--- src/rtl/layer_output_serializer_if.sv ---
`default_nettype none
// ============================================================================
// Module      : layer_output_serializer_if
// Description : Element stream between a layer output serializer and the
//               next layer's input. The master drives data/valid/last/index
//               and the slave returns ready.
// Revision    : 1.0 - initial release
// ============================================================================
interface layer_output_serializer_if #(
    parameter int DATA_WIDTH = 16,
    parameter int IDX_W      = 5
);
    logic [DATA_WIDTH-1:0] o_data;
    logic                  o_valid;
    logic                  o_ready;
    logic                  o_last;
    logic [IDX_W-1:0]      o_index;

    modport master (
        output o_data,
        output o_valid,
        output o_last,
        output o_index,
        input  o_ready
    );

    modport slave (
        input  o_data,
        input  o_valid,
        input  o_last,
        input  o_index,
        output o_ready
    );
endinterface
`default_nettype wire

--- src/rtl/layer_output_serializer.sv ---
`default_nettype none
// ============================================================================
// Module      : layer_output_serializer
// Description : Captures a full layer output vector (NN elements) on a
//               one-cycle strobe and streams it one element per cycle with
//               ready backpressure. A single pending frame buffer allows
//               back-to-back frames without a bubble; a frame arriving while
//               the pending buffer is occupied is dropped and flagged in a
//               sticky overflow bit.
// Revision    : 1.0 - initial release
// ============================================================================
module layer_output_serializer #(
    parameter int NN         = 30,
    parameter int DATA_WIDTH = 16,
    parameter int LSB_FIRST  = 1,
    parameter int IDX_W      = (NN > 1) ? $clog2(NN) : 1
) (
    input  wire logic                       clk,
    input  wire logic                       rst,
    input  wire logic                       i_valid,
    input  wire logic [NN*DATA_WIDTH-1:0]   i_data,
    layer_output_serializer_if.master       m_out,
    output logic                            busy,
    output logic                            overflow,
    input  wire logic                       clr_overflow
);

    localparam int c_frame_w = NN * DATA_WIDTH;

    // Index of the final element of a frame in emission order.
    localparam logic [IDX_W-1:0] c_last_idx = IDX_W'(NN - 1);

    // Two-state machine: idle (nothing to emit) or sending a frame.
    localparam logic [0:0] c_st_idle = 1'b0;
    localparam logic [0:0] c_st_send = 1'b1;

    logic [0:0]             r_state;
    logic [0:0]             w_state_nxt;

    logic [c_frame_w-1:0]   r_active;
    logic [c_frame_w-1:0]   r_pending;
    logic                   r_pend_full;
    logic [IDX_W-1:0]       r_count;
    logic                   r_overflow;

    logic [DATA_WIDTH-1:0]  w_head;
    logic [c_frame_w-1:0]   w_shifted;
    logic                   w_sending;
    logic                   w_last;
    logic                   w_xfer;
    logic                   w_last_xfer;
    logic                   w_drop;

    // ------------------------------------------------------------------------
    // Emission end of the active register and the register after one element
    // has left. Shifting by a whole element fills with zeros, so after a full
    // frame the active register is clear again.
    // ------------------------------------------------------------------------
    generate
        if (LSB_FIRST != 0) begin : g_lsb_first
            assign w_head    = r_active[DATA_WIDTH-1:0];
            assign w_shifted = r_active >> DATA_WIDTH;
        end else begin : g_msb_first
            assign w_head    = r_active[c_frame_w-1 -: DATA_WIDTH];
            assign w_shifted = r_active << DATA_WIDTH;
        end
    endgenerate

    assign w_sending   = (r_state == c_st_send);
    assign w_last      = (r_count == c_last_idx);
    assign w_xfer      = w_sending & m_out.o_ready;
    assign w_last_xfer = w_xfer & w_last;

    // A new frame is lost only when both the active and pending slots are
    // occupied and the active frame is not finishing this cycle. On the
    // finishing cycle the pending frame moves up, which frees its slot.
    assign w_drop      = w_sending & i_valid & r_pend_full & ~w_last_xfer;

    // State register.
    always_ff @(posedge clk or posedge rst) begin
        if (rst) begin
            r_state <= c_st_idle;
        end else begin
            r_state <= w_state_nxt;
        end
    end

    // Next-state decode: leave SEND only when the last element goes out and
    // there is no follow-on frame (pending or arriving right now).
    always_comb begin
        w_state_nxt = r_state;
        case (r_state)
            c_st_idle: begin
                if (i_valid) begin
                    w_state_nxt = c_st_send;
                end
            end
            c_st_send: begin
                if (w_last_xfer && !r_pend_full && !i_valid) begin
                    w_state_nxt = c_st_idle;
                end
            end
            default: begin
                w_state_nxt = c_st_idle;
            end
        endcase
    end

    // Output decode, purely from registered state.
    always_comb begin
        m_out.o_valid = w_sending;
        m_out.o_last  = w_sending & w_last;
        m_out.o_index = r_count;
        m_out.o_data  = w_head;
        busy          = w_sending | r_pend_full;
        overflow      = r_overflow;
    end

    // Frame storage: active shift register, pending buffer and element count.
    always_ff @(posedge clk or posedge rst) begin
        if (rst) begin
            r_active    <= '0;
            r_pending   <= '0;
            r_pend_full <= 1'b0;
            r_count     <= '0;
        end else begin
            case (r_state)
                c_st_idle: begin
                    if (i_valid) begin
                        r_active <= i_data;
                        r_count  <= '0;
                    end
                end
                default: begin
                    if (w_last_xfer) begin
                        r_count <= '0;
                        if (r_pend_full) begin
                            // Pending frame takes over; a simultaneous new
                            // frame refills the pending slot.
                            r_active <= r_pending;
                            if (i_valid) begin
                                r_pending <= i_data;
                            end else begin
                                r_pend_full <= 1'b0;
                            end
                        end else if (i_valid) begin
                            r_active <= i_data;
                        end else begin
                            r_active <= w_shifted;
                        end
                    end else begin
                        if (w_xfer) begin
                            r_active <= w_shifted;
                            r_count  <= r_count + 1'b1;
                        end
                        if (i_valid && !r_pend_full) begin
                            r_pending   <= i_data;
                            r_pend_full <= 1'b1;
                        end
                    end
                end
            endcase
        end
    end

    // Sticky overflow: a drop in the same cycle as a clear wins.
    always_ff @(posedge clk or posedge rst) begin
        if (rst) begin
            r_overflow <= 1'b0;
        end else if (w_drop) begin
            r_overflow <= 1'b1;
        end else if (clr_overflow) begin
            r_overflow <= 1'b0;
        end
    end

endmodule
`default_nettype wire

--- src/flat_wrapper.sv ---
// flat-port wrapper written by rule: the top's interface ports become plain ports
module layer_output_serializer_flat 
#(
    parameter int NN         = 30,
    parameter int DATA_WIDTH = 16,
    parameter int LSB_FIRST  = 1,
    parameter int IDX_W      = (NN > 1) ? $clog2(NN) : 1
)
  (clk, rst, i_valid, i_data, busy, overflow, clr_overflow, m_out_o_data, m_out_o_valid, m_out_o_last, m_out_o_index, m_out_o_ready);
  layer_output_serializer_if #(.DATA_WIDTH(DATA_WIDTH), .IDX_W(IDX_W)) m_out_i ();
  input  wire logic clk;
  input  wire logic rst;
  input  wire logic i_valid;
  input  wire logic [NN*DATA_WIDTH-1:0] i_data;
  output logic busy;
  output logic overflow;
  input  wire logic clr_overflow;
  output wire logic [$bits(m_out_i.o_data)-1:0] m_out_o_data;
  output wire logic [$bits(m_out_i.o_valid)-1:0] m_out_o_valid;
  output wire logic [$bits(m_out_i.o_last)-1:0] m_out_o_last;
  output wire logic [$bits(m_out_i.o_index)-1:0] m_out_o_index;
  input wire logic [$bits(m_out_i.o_ready)-1:0] m_out_o_ready;
  assign m_out_o_data = m_out_i.o_data;
  assign m_out_o_valid = m_out_i.o_valid;
  assign m_out_o_last = m_out_i.o_last;
  assign m_out_o_index = m_out_i.o_index;
  assign m_out_i.o_ready = m_out_o_ready;
  layer_output_serializer #(.NN(NN), .DATA_WIDTH(DATA_WIDTH), .LSB_FIRST(LSB_FIRST), .IDX_W(IDX_W)) u_core (.clk(clk), .rst(rst), .i_valid(i_valid), .i_data(i_data), .m_out(m_out_i), .busy(busy), .overflow(overflow), .clr_overflow(clr_overflow));
endmodule
--- config.mk ---
export PLATFORM = sky130hd
export DESIGN_NAME = layer_output_serializer_flat
export DESIGN_NICKNAME = d
export VERILOG_FILES = /design/src/rtl/layer_output_serializer_if.sv /design/src/rtl/layer_output_serializer.sv /design/src/flat_wrapper.sv
export SDC_FILE = /design/constraint.sdc
export NUM_CORES = 2
export LEC_CHECK = 0
export BUFFER_PORTS_ARGS = -buffer_cell sky130_fd_sc_hd__buf_4
export CORE_MARGIN = 2
export CORE_UTILIZATION = 40
export DETAILED_ROUTE_END_ITERATION = 6
export GPL_TIMING_DRIVEN = 0
export HOLD_SLACK_MARGIN = 0.05
export MAX_ROUTING_LAYER = met4
export PLACE_DENSITY = 0.7
export SLEW_MARGIN = 20
export SYNTH_ARGS = -nofsm -noshare
export SYNTH_HDL_FRONTEND = slang
export SYNTH_SLANG_ARGS = --single-unit
--- constraint.sdc ---
create_clock -name clk -period 36.2 [get_ports clk]
set_input_delay 7.24 -clock clk [delete_from_list [all_inputs] [get_ports clk]]
set_output_delay 7.24 -clock clk [all_outputs]
set_load 0.02 [all_outputs]
==> out/qor.txt <==
outcome: finished with violations
failing checks: design-rule violations
final critical-path share of the clock period: 0.301
Layout Utilization: 0.481
register area: 24200 um^2
max-slew violation count: 0
final hold violation count: 0
commonest cells in the netlist: dfrtp_1, o21ai_0, o22ai_1
clk slew on worst S/H paths: 0.06 ns
Post-Synth XOR/XNOR Area: 0
Critical Path Max Stage Delay: 0.77 ns
CP Capture Type: primary output
Worst Path Buf+Inv: 5
Primary FF master, synth: dfrtp_1
Starting Density: 0.404
CP max FO: 10
largest net degree at the start of global routing: 101
flops & latches, synth: 968
EDFF count, synth: 0
Min-Delay Path Class: flip-flop to flip-flop
Final min period: 10.89 ns
Pwr Density: 48.8 nW/um^2
total power: 3.09 mW
area share of the largest cell type after synthesis: 0.455
Crit-path slowest cell: clkbuf_1
GP Congestion: 0.952
Layout Cells excl Fill: 7827
CTS Buf Count: 110
maximum vdd drop: 0.0000416 V
drt pass-1 iters: 7
Vias/cell: 5.92
die height: 369 um
combinational family with the most area after synthesis: compound AO/OA/AOI/OAI gates
Routed Antenna Nets: 0
largest area contributor in the netlist: dfrtp_1
# DRC: 3
first-pass GRT wire length: 281 mm
htree depth: 3
Synth area leaders: dfrtp_1, mux2i_1, o31a_1
Netlist cell types: 35
initial antenna violation count: 91
# IOs: 510
total global routing track utilization: 0.275
global route overflow: 0
critical path required time: 28.96 ns
DIE AREA: 136000 um^2
Clock Path Buffers: 3
Setup TNS: 0 ns
Pleak: 28.0 nW
post-route setup slack: 25.31 ns
Slew HR: 0.218
cell mode on critical path: clkbuf_1
most frequent cell after synthesis: dfrtp_1
Post-Synthesis Cells: 5276
Setup CP Type: flip-flop to primary output
post-CTS setup buffers: 0
Final HPWL DP: 138 mm
Rows: 133
startpoint types: flip-flop
Post-synth ARST share: 1.00
port bufs: 508
CTS tree: yes
Final Cell Area: 63400 um^2
post_cts resized: 0
placed insts: 7550
family with the most delay on the worst path: buffers and inverters
number of global-route vias before repair: 44800
Least-Margin Pin Slew: 1.17 ns
DR iter-0 viols: 4873
Synth Area in Compound Gates: 0.228
Routed WL per cell: 24.1 um
max cap viols: 0
syn_nets: 5763
chip width: 369 um
Setup Viol. Count Final: 0
cell-by-cell listing of the critical path: buf_2, clkbuf_2, clkbuf_1, clkbuf_1, and2_1, buf_4
Synth Area in Simple Gates: 0.0856
Post-Synth Adder-Cell Area: 0.000470
Clk Latency, worst-skew pair: 0.73 ns
Warnings, synthesis: 0
Setup WS pre-CTS: 26.07 ns
Syn-to-layout area delta: 19.1%
clk_skew: 0.0287 ns
fmax: 0.0919 GHz
nets: 6394
CTS root buf: clkbuf_16
layout cells sized above 1: 0.195
multi-input logic area: 26500 um^2
fill cell count: 12300
WL final: 189 mm
CTS Sinks: 968
mux contribution to synthesized area: 0.184
DP Area: 59600 um^2
hold_ws: 0.474 ns
Hold Buf Count CTS: 0
Mapped Avg Cell Area: 10.1 um^2
Critical Path AT: 3.65 ns
core box area: 132000 um^2
Via Count: 46300
RSZ-0062 raised after global routing: no
Syn Std Cell Area: 53300 um^2
sequential fraction of the synthesis area: 0.455
[cells in the final DEF (no fill, tap or decap), types with 33 or more instances in the layout]
master       n
a21oi_1    443
a22oi_1     40
buf_2      136
buf_4      545
clkbuf_1   361
clkbuf_16  112
clkbuf_8    33
dfrtp_1    968
diode_2     79
mux2_1     200
mux2_2     280
mux2i_1    438
nand2b_1   439
nor2_1     441
o21ai_0    503
o22ai_1    465
o31a_1     437
[logic make-up (layout without fill, tap and decap cells)]
family,Yosys count,in the layout
AO/OA/AOI/OAI,1933,1933
adder cells (fa/ha/maj),2,2
buffers and inverters,545,1262
flip-flops,968,968
multiplexers,918,918
other,0,79
AND/OR/NAND/NOR,910,910
[layout make-up]
| class | count | share of cell area |
|---|---|---|
| multi-input combinational | 3763 | 0.418 |
| sequential | 968 | 0.382 |
| timing repair buffer | 519 | 0.0649 |
| clock buffer | 176 | 0.0532 |
| buffer | 540 | 0.0395 |
| tap | 1755 | 0.0346 |
| clock inverter | 22 | 0.00402 |
| antenna | 79 | 0.00312 |
| inverter | 5 | 0.000414 |
[power by group]
part	internal (mW)	switching [mW]	leakage [nW]
clock	0.662	0.478	1.78
sequential	1.25	0.146	12.3
combinational	0.303	0.257	13.9
[path summary, 6_finish.rpt]
path / to / slack (ns) / cells past startpoint / from
worst min-delay path: u_core.r_pending[7]$_DFFE_PP0P_ / 0.47 / 1 / u_core.r_pending[7]$_DFFE_PP0P_
min in group asynchronous: u_core.r_active[350]$_DFFE_PP0P_ / 6.42 / 2 / rst
worst max register to register: u_core.r_pending[183]$_DFFE_PP0P_ / 33.08 / 9 / u_core.m_out.o_index[0]$_DFFE_PP0P_
worst max-delay path: m_out_o_last / 25.31 / 6 / u_core.m_out.o_valid$_DFF_PP0_
worst min register to register: u_core.r_pending[7]$_DFFE_PP0P_ / 0.47 / 1 / u_core.r_pending[7]$_DFFE_PP0P_
max in group asynchronous: u_core.r_pending[165]$_DFFE_PP0P_ / 27.54 / 6 / rst
[layer usage]
metal  wire [um]  track usage  up-vias
met5           0            -        -
met2       85900        0.411     2031
met3       17300       0.0699      415
met1       77800        0.355    23000
li1            -            -    20900
met4        7650        0.116        0
[registers in the layout, indices dropped and copies added, names as in the netlist]
| register | flops |
|---|---|
| u_core.r_pending | 480 |
| u_core.r_active | 480 |
| u_core.m_out.o_index | 5 |
| u_core.r_pend_full | 1 |
| u_core.m_out.o_valid | 1 |
| u_core.overflow | 1 |
(Power assumes the default switching activity.)
